<file path="config.mk">
export PLATFORM = sky130hd
export DESIGN_NAME = switch_input_conditioner
export DESIGN_NICKNAME = d
export VERILOG_FILES = /design/src/rtl/switch_input_conditioner.sv
export SDC_FILE = /design/constraint.sdc
export NUM_CORES = 1
export LEC_CHECK = 0
export ABC_CLOCK_PERIOD_IN_PS = 19700
export CORE_MARGIN = 4
export CORE_UTILIZATION = 66
export DETAILED_ROUTE_END_ITERATION = 7
export GPL_TIMING_DRIVEN = 1
export PLACE_DENSITY = 0.85
export SETUP_SLACK_MARGIN = 0.5
export SLEW_MARGIN = 10
export SYNTH_ARGS = -nofsm -noshare
export SYNTH_HDL_FRONTEND = slang
export SYNTH_SLANG_ARGS = --single-unit
</file>
<file path="constraint.sdc">
create_clock -name clk -period 19.7 [get_ports clk]
set_input_delay 1.97 -clock clk [delete_from_list [all_inputs] [get_ports clk]]
set_output_delay 1.97 -clock clk [all_outputs]
set_load 0.02 [all_outputs]
</file>
<file path="src/rtl/switch_input_conditioner.sv">
// Two-flop synchroniser plus per-bit debounce for the slide switches; emits a clean vector and change strobe.
// Define SW_GLITCH_COUNT_EN to add the saturating glitch_count output.
module switch_input_conditioner #(
   parameter int NSW            = 10,
   parameter int DEBOUNCE_COUNT = 100000,
   parameter int CNT_BITS       = 17
) (
   input  logic                clk,
   input  logic                reset,
   input  logic [NSW-1:0]      sw_raw,
   output logic [NSW-1:0]      sw_stable,
   output logic                sw_changed,
   output logic [NSW-1:0]      changed_mask
`ifdef SW_GLITCH_COUNT_EN
   ,
   output logic [15:0]         glitch_count
`endif
);

   localparam logic [CNT_BITS-1:0] LP_CNT_LAST = CNT_BITS'(DEBOUNCE_COUNT - 1);
   localparam logic [CNT_BITS-1:0] LP_CNT_ZERO = {CNT_BITS{1'b0}};

   logic [NSW-1:0]      r_sync1;
   logic [NSW-1:0]      r_sync2;
   logic [NSW-1:0]      r_stable;
   logic [NSW-1:0]      r_mask;
   logic                r_changed;
   logic [CNT_BITS-1:0] r_cnt [NSW];

   logic [NSW-1:0]      w_stable_nxt;
   logic [NSW-1:0]      w_mask_nxt;
   logic [CNT_BITS-1:0] w_cnt_nxt [NSW];

   // Per-bit debounce decision: any return to the stable level discards the partial count.
   always_comb begin
      w_stable_nxt = r_stable;
      w_mask_nxt   = {NSW{1'b0}};
      for (int i = 0; i < NSW; i++) begin
         w_cnt_nxt[i] = LP_CNT_ZERO;
         if (r_sync2[i] == r_stable[i]) begin
            w_cnt_nxt[i] = LP_CNT_ZERO;
         end else if (r_cnt[i] == LP_CNT_LAST) begin
            w_stable_nxt[i] = r_sync2[i];
            w_mask_nxt[i]   = 1'b1;
         end else begin
            w_cnt_nxt[i] = r_cnt[i] + CNT_BITS'(1);
         end
      end
   end

   // Synchroniser, debounce counters and registered outputs.
   always_ff @(posedge clk or posedge reset) begin
      if (reset) begin
         r_sync1   <= {NSW{1'b0}};
         r_sync2   <= {NSW{1'b0}};
         r_stable  <= {NSW{1'b0}};
         r_mask    <= {NSW{1'b0}};
         r_changed <= 1'b0;
         for (int i = 0; i < NSW; i++) begin
            r_cnt[i] <= LP_CNT_ZERO;
         end
      end else begin
         r_sync1   <= sw_raw;
         r_sync2   <= r_sync1;
         r_stable  <= w_stable_nxt;
         r_mask    <= w_mask_nxt;
         r_changed <= |w_mask_nxt;
         for (int i = 0; i < NSW; i++) begin
            r_cnt[i] <= w_cnt_nxt[i];
         end
      end
   end

   assign sw_stable    = r_stable;
   assign changed_mask = r_mask;
   assign sw_changed   = r_changed;

`ifdef SW_GLITCH_COUNT_EN
   logic [15:0] r_glitch_count;
   logic        w_any_glitch;

   // A glitch is a bit that had started counting and fell back to its stable level.
   always_comb begin
      w_any_glitch = 1'b0;
      for (int i = 0; i < NSW; i++) begin
         w_any_glitch = w_any_glitch | ((r_sync2[i] == r_stable[i]) && (r_cnt[i] != LP_CNT_ZERO));
      end
   end

   // Saturating glitch counter, cleared only by reset.
   always_ff @(posedge clk or posedge reset) begin
      if (reset) begin
         r_glitch_count <= 16'h0000;
      end else if (w_any_glitch && (r_glitch_count != 16'hFFFF)) begin
         r_glitch_count <= r_glitch_count + 16'h0001;
      end else begin
         r_glitch_count <= r_glitch_count;
      end
   end

   assign glitch_count = r_glitch_count;
`endif

endmodule

</file>
==> results of run 1 <==
cells in the final DEF, fill, tap and decap left out, types with 2 or more instances in the layout:
master           synthesis  final
clkbuf_8                 0      4
clkdlybuf4s50_1          0     32
dfrtp_1                211    211
and4_1                  11     11
nor2_1                 217    217
ha_1                    10     10
nor4bb_1                 5      5
clkbuf_1                 7      2
xor2_1                  93     93
nand3_1                 51     51
or2_1                    2      2
nand2_1                 71     71
nand4_1                 38     38
mux2_2                  10     10
nor4b_1                  4      4
nand4bb_1                5      5
nand2b_1                 4      4
or3_1                    5      5
nor3_2                   2      2
xnor2_1                 67     67
and3_1                  13     13
clkbuf_16                0     23
clkinv_2                 0      4
nor4_1                  14     14
or4_1                    2      2
bufinv_16                0      6
or2_2                   10     10
nor3_1                  26     26
inv_1                   18     17
path summary, 6_finish.rpt:
path	start	to	slack [ns]
max in group asynchronous	reset	r_cnt[27]$_DFF_PP0_	16.29
setup / recovery	sw_stable[4]$_DFFE_PP0P_	sw_stable[4]	16.23
min in group asynchronous	reset	r_cnt[9]$_DFF_PP0_	2.08
hold reg to reg	r_sync1[3]$_DFF_PP0_	r_sync2[3]$_DFF_PP0_	0.35
hold / removal	r_sync1[3]$_DFF_PP0_	r_sync2[3]$_DFF_PP0_	0.35
setup reg to reg	r_cnt[62]$_DFF_PP0_	r_cnt[54]$_DFF_PP0_	17.54
Yosys cell counts (all sizes together):
library cell / n
and2: 1
and3: 14
and4: 11
and4b: 1
buf: 12
clkbuf: 7
dfrtp: 211
ha: 10
inv: 18
mux2: 10
nand2: 71
nand2b: 4
nand3: 51
nand3b: 1
nand4: 38
nand4b: 1
nand4bb: 5
nor2: 217
nor3: 28
nor4: 14
nor4b: 4
nor4bb: 5
o21ba: 1
o22a: 1
or2: 12
or3: 5
or3b: 1
or4: 2
xnor2: 67
xor2: 93
power groups by stage:
stage                     sequential, mW  clock, mW  combinational [mW]
after floorplan                    0.453          0              0.0219
after global placement             0.454          0              0.0268
after detailed placement           0.455          0              0.0278
after CTS                          0.447      0.477              0.0285
after global routing               0.448      0.495              0.0322
final                              0.447      0.470              0.0275
kinds of logic (layout without fill, tap and decap cells):
kind of cell | Yosys count | count (layout) | synth area share
AND/OR/NAND/NOR | 486 | 486 | 0.2462
flip-flops | 211 | 211 | 0.5589
XOR/XNOR | 160 | 160 | 0.1483
buffers and inverters | 37 | 90 | 0.01947
adder cells (fa/ha/maj) | 10 | 10 | 0.01324
multiplexers | 10 | 10 | 0.01192
AO/OA/AOI/OAI | 2 | 2 | 0.001987
state kept, by name, indices dropped and copies added (netlist names):
signal and cells:
changed_mask 10, sw_stable 10, r_sync2 10, r_cnt 170, sw_changed 1, r_sync1 10
per-layer routing:
layer / routed length, um / up-vias
met2: 8441 / 129
met1: 7461 / 3139
met3: 663 / 52
met5: 13 / -
met4: 505 / 2
li1: - / 3112
area by class of cell:
class,count,area [um2]
Clock buffer,29,638.1
Clock inverter,10,200.2
Fill cell,905,3204
Inverter,18,75.07
Multi-Input combinational cell,668,3984
Sequential cell,211,5280
Tap cell,180,225.2
Timing Repair Buffer,33,327.8
==> flow_metrics.py, run 1 <==
metrics = {
    "routing": {
        "routed_wl_mm": 17.09,
        "vias": 6434,
        "wl_per_cell_um": 14.87,
        "ant_nets": 0,
        "dr.first_iter.drc_count": 401,
        "route.detailed.drc": 0,
        "dr.pass1.iters": 4,
        "avgViaCountPerCell": 5.600,
    },
    "global_routing": {
        "grt_max_degree": 148,
        "grt_util_met2": 0.3623,
        "grt-ovfl-total": 0,
        "grt_usage": 0.2160,
        "antenna_found_initial": 1,
        "grt_pass1_wl_mm": 29.46,
        "grt_use_met3": 0.03930,
        "grt-busiest-layer": "met2",
        "grt_pass1_vias": 6494,
        "grt_util_met1": 0.2869,
    },
    "yosys": {
        "synth.area.top_cells": "dfrtp_1 (56%), nor2_1 (8.6%), xor2_1 (8.6%)",
        "synth_area_um2": 9448,
        "synth_top_area_frac": 0.5589,
        "synth.avg_cell_area_um2": 10.31,
        "synth-seq-cells": 211,
        "synth_cell_types": 36,
        "synth_top_cell_by_area": "dfrtp_1",
        "synthCells": 916,
        "syn_nets": 938,
        "yosysWarnings": 0,
        "yosysSeqAreaShare": 0.5589,
    },
    "clocking": {
        "htreeDepth": 1,
        "clk_path_buf_depth": 3,
        "clk_pin_slew_ns": 0.06,
        "cts_resized": 0,
        "cts_root_buffer": "clkbuf_16",
        "cts_buffers": 22,
        "clock_latency_ns": 0.50,
        "cts_setup_buffers": 0,
        "hold_buffers": 0,
        "cts_tree": "built",
        "cts_sinks": 211,
    },
    "timing": {
        "slew_violations": 0,
        "rsz0062_at_grt": "no",
        "tightest_slew_ns": 0.9657,
        "finalHoldViolCount": 0,
        "holdWs_ns": 0.3473,
        "finalWorstSetupSlack_ns": 16.23,
        "finClkSkew_ns": 0.006473,
        "timing.final.crit_period_ns": 3.475,
        "fmax_mhz": 287.8,
        "setup_viol": 0,
        "setup_tns_ns": 0,
        "fin_crit_sh": 0.1764,
        "slew_headroom": 0.3562,
    },
    "worst_setup_path": {
        "startpoint_type": "flip-flop",
        "worst_path_largest_cell_delay_ns": 0.62,
        "cp_slowest_cell": "clkdlybuf4s50_1",
        "crit_buf_inv": 1,
        "crit_fanout": 3,
        "required_ns": 17.73,
        "crit_chain": "clkdlybuf4s50_1",
        "cp.arrival_ns": 1.50,
        "cpLargestDelayFamily": "buffers and inverters",
        "r2r_cells": 5,
        "crit_cells": 1,
        "endpoint_kind": "output port",
        "path_class": "flip-flop to output port",
    },
    "power": {
        "swShare": 0.2012,
        "finalPower_uw": 944.3,
        "combPwrFrac": 0.029,
        "p_seq_frac": 0.474,
        "powerDensity_nw_per_um2": 88.00,
        "power_switching_uw": 190.0,
        "leakage_nw": 4.614,
        "ir_worst_vdd_mv": 0.08112,
        "clock_power_share": 0.497,
        "p_int_uw": 754.3,
    },
    "floorplan": {
        "start_util": 0.6780,
        "core_area_um2": 13930,
        "dieArea_um2": 16290,
        "rows": 43,
        "die_y_um": 127.6,
        "die_x_um": 127.6,
        "ioPinCount": 33,
    },
    "placement": {
        "placed_cells": 1110,
        "dp_slack_ns": 15.62,
        "globalplace.congestion": 0.7966,
        "port_buffers": 32,
        "placed_area_um2": 9892,
        "dp_hpwl_mm": 10.64,
    },
    "final_layout": {
        "n_antenna_cell": 0,
        "finalCoreUtilization": 0.7700,
        "nets": 976,
        "stdcell_count": 1149,
        "drive_gt1_frac": 0.06605,
        "fin_area_um2": 10730,
        "syn2layout_area_growth_pct": 13.57,
    },
    "hold_path": {
        "hold_class": "flip-flop to flip-flop",
        "worstHoldPathCells": 0,
    },
    "flow_run": {
        "drv_cap": 0,
    },
    "status": {
        "outcome": "completed",
    },
}
(Power assumes the default switching activity.)
==> run 2, diff against run 1 <==
Settings changed: ABC_CLOCK_PERIOD_IN_PS 19700 to 3100, CORE_UTILIZATION 66 to 55, PLACE_DENSITY 0.85 to 0.76.
Clock period 19.7 ns to 3.1 ns, I/O delays scaled along.
==> flow_metrics.py, run 2 (same netlist as run 1, synthesis figures left out) <==
metrics = {
    "final_layout": {
        "register_area_um2": 5280,
        "n_fill_cell": 1290,
        "fin_area_um2": 10890,
        "final_cell_mix": "nor2_1 (217), dfrtp_1 (211), xor2_1 (93)",
        "syn2layout_area_growth_pct": 15.27,
        "n_antenna_cell": 0,
        "regMostFlops": "r_cnt",
        "nets": 982,
        "drive_gt1_frac": 0.07369,
        "final_common_cell": "nor2_1",
        "largest_reg_flops": 170,
        "multi_input_area_um2": 3984,
    },
    "timing": {
        "finClkSkew_ns": 0.01122,
        "slew_violations": 0,
        "fin_crit_sh": 0.6776,
        "fmax_mhz": 476.1,
        "holdWs_ns": 0.2373,
        "setup_viol": 0,
        "rsz0062_at_grt": "no",
        "slew_headroom": 0.4726,
        "tightest_slew_ns": 0.7801,
        "finalWorstSetupSlack_ns": 0.9994,
        "finalHoldViolCount": 0,
        "timing.final.crit_period_ns": 2.101,
        "setup_tns_ns": 0,
    },
    "routing": {
        "highest_layer": "met4",
        "route.met3.wl_um": 620,
        "route.detailed.drc": 0,
        "routed_wl_mm": 16.21,
        "vias": 6294,
        "dr.first_iter.drc_count": 247,
        "drt-met1-wl_mm": 7.872,
        "avgViaCountPerCell": 5.258,
        "wl_per_cell_um": 13.55,
        "dr.pass1.iters": 4,
        "met2_length_mm": 7.240,
        "ant_nets": 0,
    },
    "power": {
        "finalPower_mw": 6.056,
        "ir_worst_vdd_mv": 0.6384,
        "powerDensity_nw_per_um2": 556.1,
        "leakage_nw": 4.651,
    },
    "clocking": {
        "clock_latency_ns": 0.50,
        "cts_setup_buffers": 0,
        "clk_path_buf_depth": 3,
        "cts_root_buffer": "clkbuf_16",
        "htreeDepth": 1,
        "cts_buffers": 23,
        "hold_buffers": 0,
        "cts_sinks": 211,
        "clk_pin_slew_ns": 0.06,
        "cts_tree": "built",
        "cts_resized": 0,
    },
    "worst_setup_path": {
        "crit_fanout": 17,
        "startpoint_type": "flip-flop",
        "setup.worst_path.start": "r_cnt[62]$_DFF_PP0_",
        "r2r_start": "r_cnt[62]$_DFF_PP0_",
        "r2r_slack_ns": 1.0,
        "required_ns": 3.46,
        "cp.arrival_ns": 2.46,
        "endpoint_kind": "flip-flop",
        "path_class": "flip-flop to flip-flop",
    },
    "global_routing": {
        "antenna_found_initial": 0,
        "grt_pass1_wl_mm": 28.30,
        "grt_max_degree": 62,
        "grt_usage": 0.1702,
        "grt_pass1_vias": 6165,
        "grt-ovfl-total": 0,
    },
    "hold_path": {
        "hold_class": "input pin to async pin",
    },
    "floorplan": {
        "die_x_um": 139.1,
        "ioPinCount": 33,
        "start_util": 0.5657,
        "rows": 47,
        "die_y_um": 139.1,
        "dieArea_um2": 19340,
        "core_area_um2": 16700,
    },
    "flow_run": {
        "drv_cap": 0,
    },
    "placement": {
        "placed_area_um2": 10030,
        "dp_slack_ns": 0.9822,
        "port_buffers": 32,
        "globalplace.congestion": 0.7963,
        "dp_hpwl_mm": 10.86,
    },
    "status": {
        "outcome": "completed",
    },
}
## run 2: cell types whose count changed in the layout (fill, tap and decap cells not counted)
cell,delta
buf_12,+4
buf_4,+1
clkinv_2,-1
clkinvlp_4,+4
inv_6,+1
inv_8,-1
## run 2: critical path, cell delays in order (launching register included)
cell and delay (ns):
dfrtp_1 0.42, or3_1 0.36, or4_1 0.43, nor3_2 0.15, or2_1 0.48, nor2_1 0.11
## run 2: layer usage
layer	global-route usage	up-vias
li1	-	3137
met1	0.2443	3033
met2	0.2675	87
met3	0.03138	37
met4	0.05149	0
met5	0	-
## run 2: where the power goes
group	internal (mW)	leakage (nW)	switching, mW	total, mW
Sequential	2.80	2.88	0.0392	2.84
Combinational	0.0625	1.36	0.122	0.184
Clock	1.96	0.416	1.07	3.03
## run 2: worst paths after layout
check,cells past startpoint,endpoint
setup / recovery,5,r_cnt[58]$_DFF_PP0_
hold / removal,2,r_cnt[68]$_DFF_PP0_
setup reg to reg,5,r_cnt[58]$_DFF_PP0_
hold reg to reg,0,r_sync2[1]$_DFF_PP0_
max in group asynchronous,4,r_cnt[59]$_DFF_PP0_
min in group clk,1,r_sync1[3]$_DFF_PP0_
## run 2: area by class of cell
| cell class | count | share of cell area |
|---|---|---|
| clock inverter | 13 | 0.02080 |
| inverter | 18 | 0.006549 |
| multi-input combinational | 668 | 0.3658 |
| timing repair buffer | 38 | 0.03814 |
| clock buffer | 29 | 0.05859 |
| sequential | 211 | 0.4848 |
| tap | 220 | 0.02528 |
## run 2: metrics by stage
step	util	cells
final	0.6521	1197
after global routing	0.6521	1197
after CTS	0.6521	1197
after detailed placement	0.6003	1155
after global placement	0.6003	1155
after floorplan	-	916
==> run 3, diff against run 2 <==
Settings changed: ABC_CLOCK_PERIOD_IN_PS 3100 to 1900.
Clock period 3.1 ns to 1.9 ns, I/O delays scaled along.
==> flow_metrics.py, run 3 (same netlist as run 1, synthesis figures left out) <==
metrics = {
    "worst_setup_path": {
        "startpoint_type": "flip-flop",
        "cp.arrival_ns": 2.31,
        "crit_fanout": 4,
        "endpoint_kind": "flip-flop",
        "path_class": "flip-flop to flip-flop",
        "r2r_cells": 8,
        "required_ns": 2.26,
    },
    "floorplan": {
        "rows": 47,
        "die_x_um": 139.1,
        "dieArea_um2": 19340,
        "start_util": 0.5657,
        "ioPinCount": 33,
        "core_area_um2": 16700,
        "die_y_um": 139.1,
    },
    "placement": {
        "port_buffers": 32,
        "placed_cells": 1171,
        "dp_hpwl_mm": 11.17,
        "globalplace.congestion": 0.8043,
        "dp_slack_ns": 0.04426,
    },
    "routing": {
        "dr.pass1.iters": 6,
        "dr.first_iter.drc_count": 623,
        "route.detailed.drc": 0,
        "avgViaCountPerCell": 6.016,
        "routed_wl_mm": 29.00,
        "vias": 8049,
        "ant_nets": 0,
        "wl_per_cell_um": 21.67,
    },
    "final_layout": {
        "n_antenna_cell": 0,
        "stdcell_count": 1338,
        "nets": 1126,
        "largest_reg_flops": 170,
        "finalCoreUtilization": 0.8180,
        "final_cell_mix": "dfrtp_1 (202), buf_4 (102), xor2_1 (82)",
        "drive_gt1_frac": 0.4213,
        "syn2layout_area_growth_pct": 44.59,
        "final_common_cell": "dfrtp_1",
        "regMostFlops": "r_cnt",
    },
    "clocking": {
        "htreeDepth": 1,
        "cts_sinks": 211,
        "hold_buffers": 0,
        "cts_root_buffer": "clkbuf_16",
        "cts_buffers": 23,
        "clock_latency_ns": 0.51,
        "cts_tree": "built",
        "clk_pin_slew_ns": 0.07,
        "clk_path_buf_depth": 3,
    },
    "timing": {
        "finalWorstSetupSlack_ns": -0.05005,
        "finClkSkew_ns": 0.01517,
        "slew_violations": 0,
        "finalHoldViolCount": 0,
        "setup_viol": 1,
        "fmax_mhz": 512.8,
        "rsz0062_at_grt": "yes",
        "fin_crit_sh": 1.026,
        "timing.final.crit_period_ns": 1.950,
        "setup_tns_ns": -0.05005,
        "tightest_slew_ns": 0.6002,
        "slew_headroom": 0.5985,
    },
    "power": {
        "leakage_nw": 5.642,
        "finalPower_mw": 9.889,
        "ir_worst_vdd_mv": 0.6664,
        "powerDensity_nw_per_um2": 723.9,
    },
    "global_routing": {
        "antenna_found_initial": 0,
        "grt_pass1_vias": 7679,
        "grt_usage": 0.2298,
        "grt_max_degree": 57,
        "grt_pass1_wl_mm": 37.63,
        "grt-ovfl-total": 0,
    },
    "status": {
        "outcome": "complete, but fails checks",
        "failed_checks": "setup timing",
    },
    "hold_path": {
        "hold_class": "input pin to async pin",
    },
    "flow_run": {
        "drv_cap": 0,
    },
}
-- run 3: changes by cell type in the layout (fill, tap and decap cells not counted), sizes merged --
cell / change
buf: +141
bufinv: -3
clkbuf: +2
clkdlybuf4s15: +12
clkdlybuf4s50: -21
clkinv: +3
clkinvlp: -3
dlygate4sd2: +5
inv: -1
or2: +6
-- run 3: routing by layer --
| layer | global-route usage | vias up | part of all wire |
|---|---|---|---|
| li1 | - | 3428 | - |
| met1 | 0.3038 | 4074 | 0.38 |
| met2 | 0.3971 | 412 | 0.51 |
| met3 | 0.03483 | 135 | 0.060 |
| met4 | 0.06591 | 0 | 0.046 |
| met5 | 0 | - | 0 |
-- run 3: through the flow --
| step | hold slack (ns) | area, um2 |
|---|---|---|
| detailed placement | 0.3347 | 10330 |
| CTS | 0.05218 | 12460 |
| global placement | 0.3329 | 10330 |
| floorplan | 0.2214 | 9728 |
| global route | 0.06458 | 13660 |
| finish | 0.03704 | 13660 |
-- run 3: final cells by class --
cell class	count	area [um2]
Clock inverter	9	120.1
Sequential cell	211	5291
Clock buffer	30	621.8
Multi-Input combinational cell	674	5583
Tap cell	220	275.3
Timing Repair Buffer	176	1698
Inverter	18	71.32
Fill cell	753	3040
-- run 3: critical path: stages (launching register included) --
cell     delay, ns
dfrtp_1       0.42
ha_4          0.20
and4_4        0.15
nand2_1       0.14
nor3_2        0.07
buf_4         0.17
nor4_1        0.37
buf_4         0.19
nand4_1       0.10
-- run 3: path summary, 6_finish.rpt --
check                      slack [ns]                  from              endpoint
max reg2reg                     -0.05  r_cnt[103]$_DFF_PP0_  sw_changed$_DFF_PP0_
min in group clk                 0.12             sw_raw[2]  r_sync1[2]$_DFF_PP0_
max in group asynchronous        1.23                 reset   r_cnt[39]$_DFF_PP0_
min reg2reg                      0.35  r_sync1[2]$_DFF_PP0_  r_sync2[2]$_DFF_PP0_
min                              0.04                 reset  r_cnt[139]$_DFF_PP0_
max                             -0.05  r_cnt[103]$_DFF_PP0_  sw_changed$_DFF_PP0_
-- run 3: repair_timing --
item	4_1_cts	5_1_grt
hold endpoints to repair	0	0
endpoints found under the setup margin	206	196
gates resized for setup	194	249
buffers inserted	87	25
pin swaps	81	75
cloned	16	0
-- run 3: power by group --
part	internal (mW)	total [mW]	switching [mW]
Combinational	0.285	0.652	0.367
Sequential	4.57	4.65	0.0852
Clock	2.70	4.58	1.88
Total	7.55	9.89	2.34
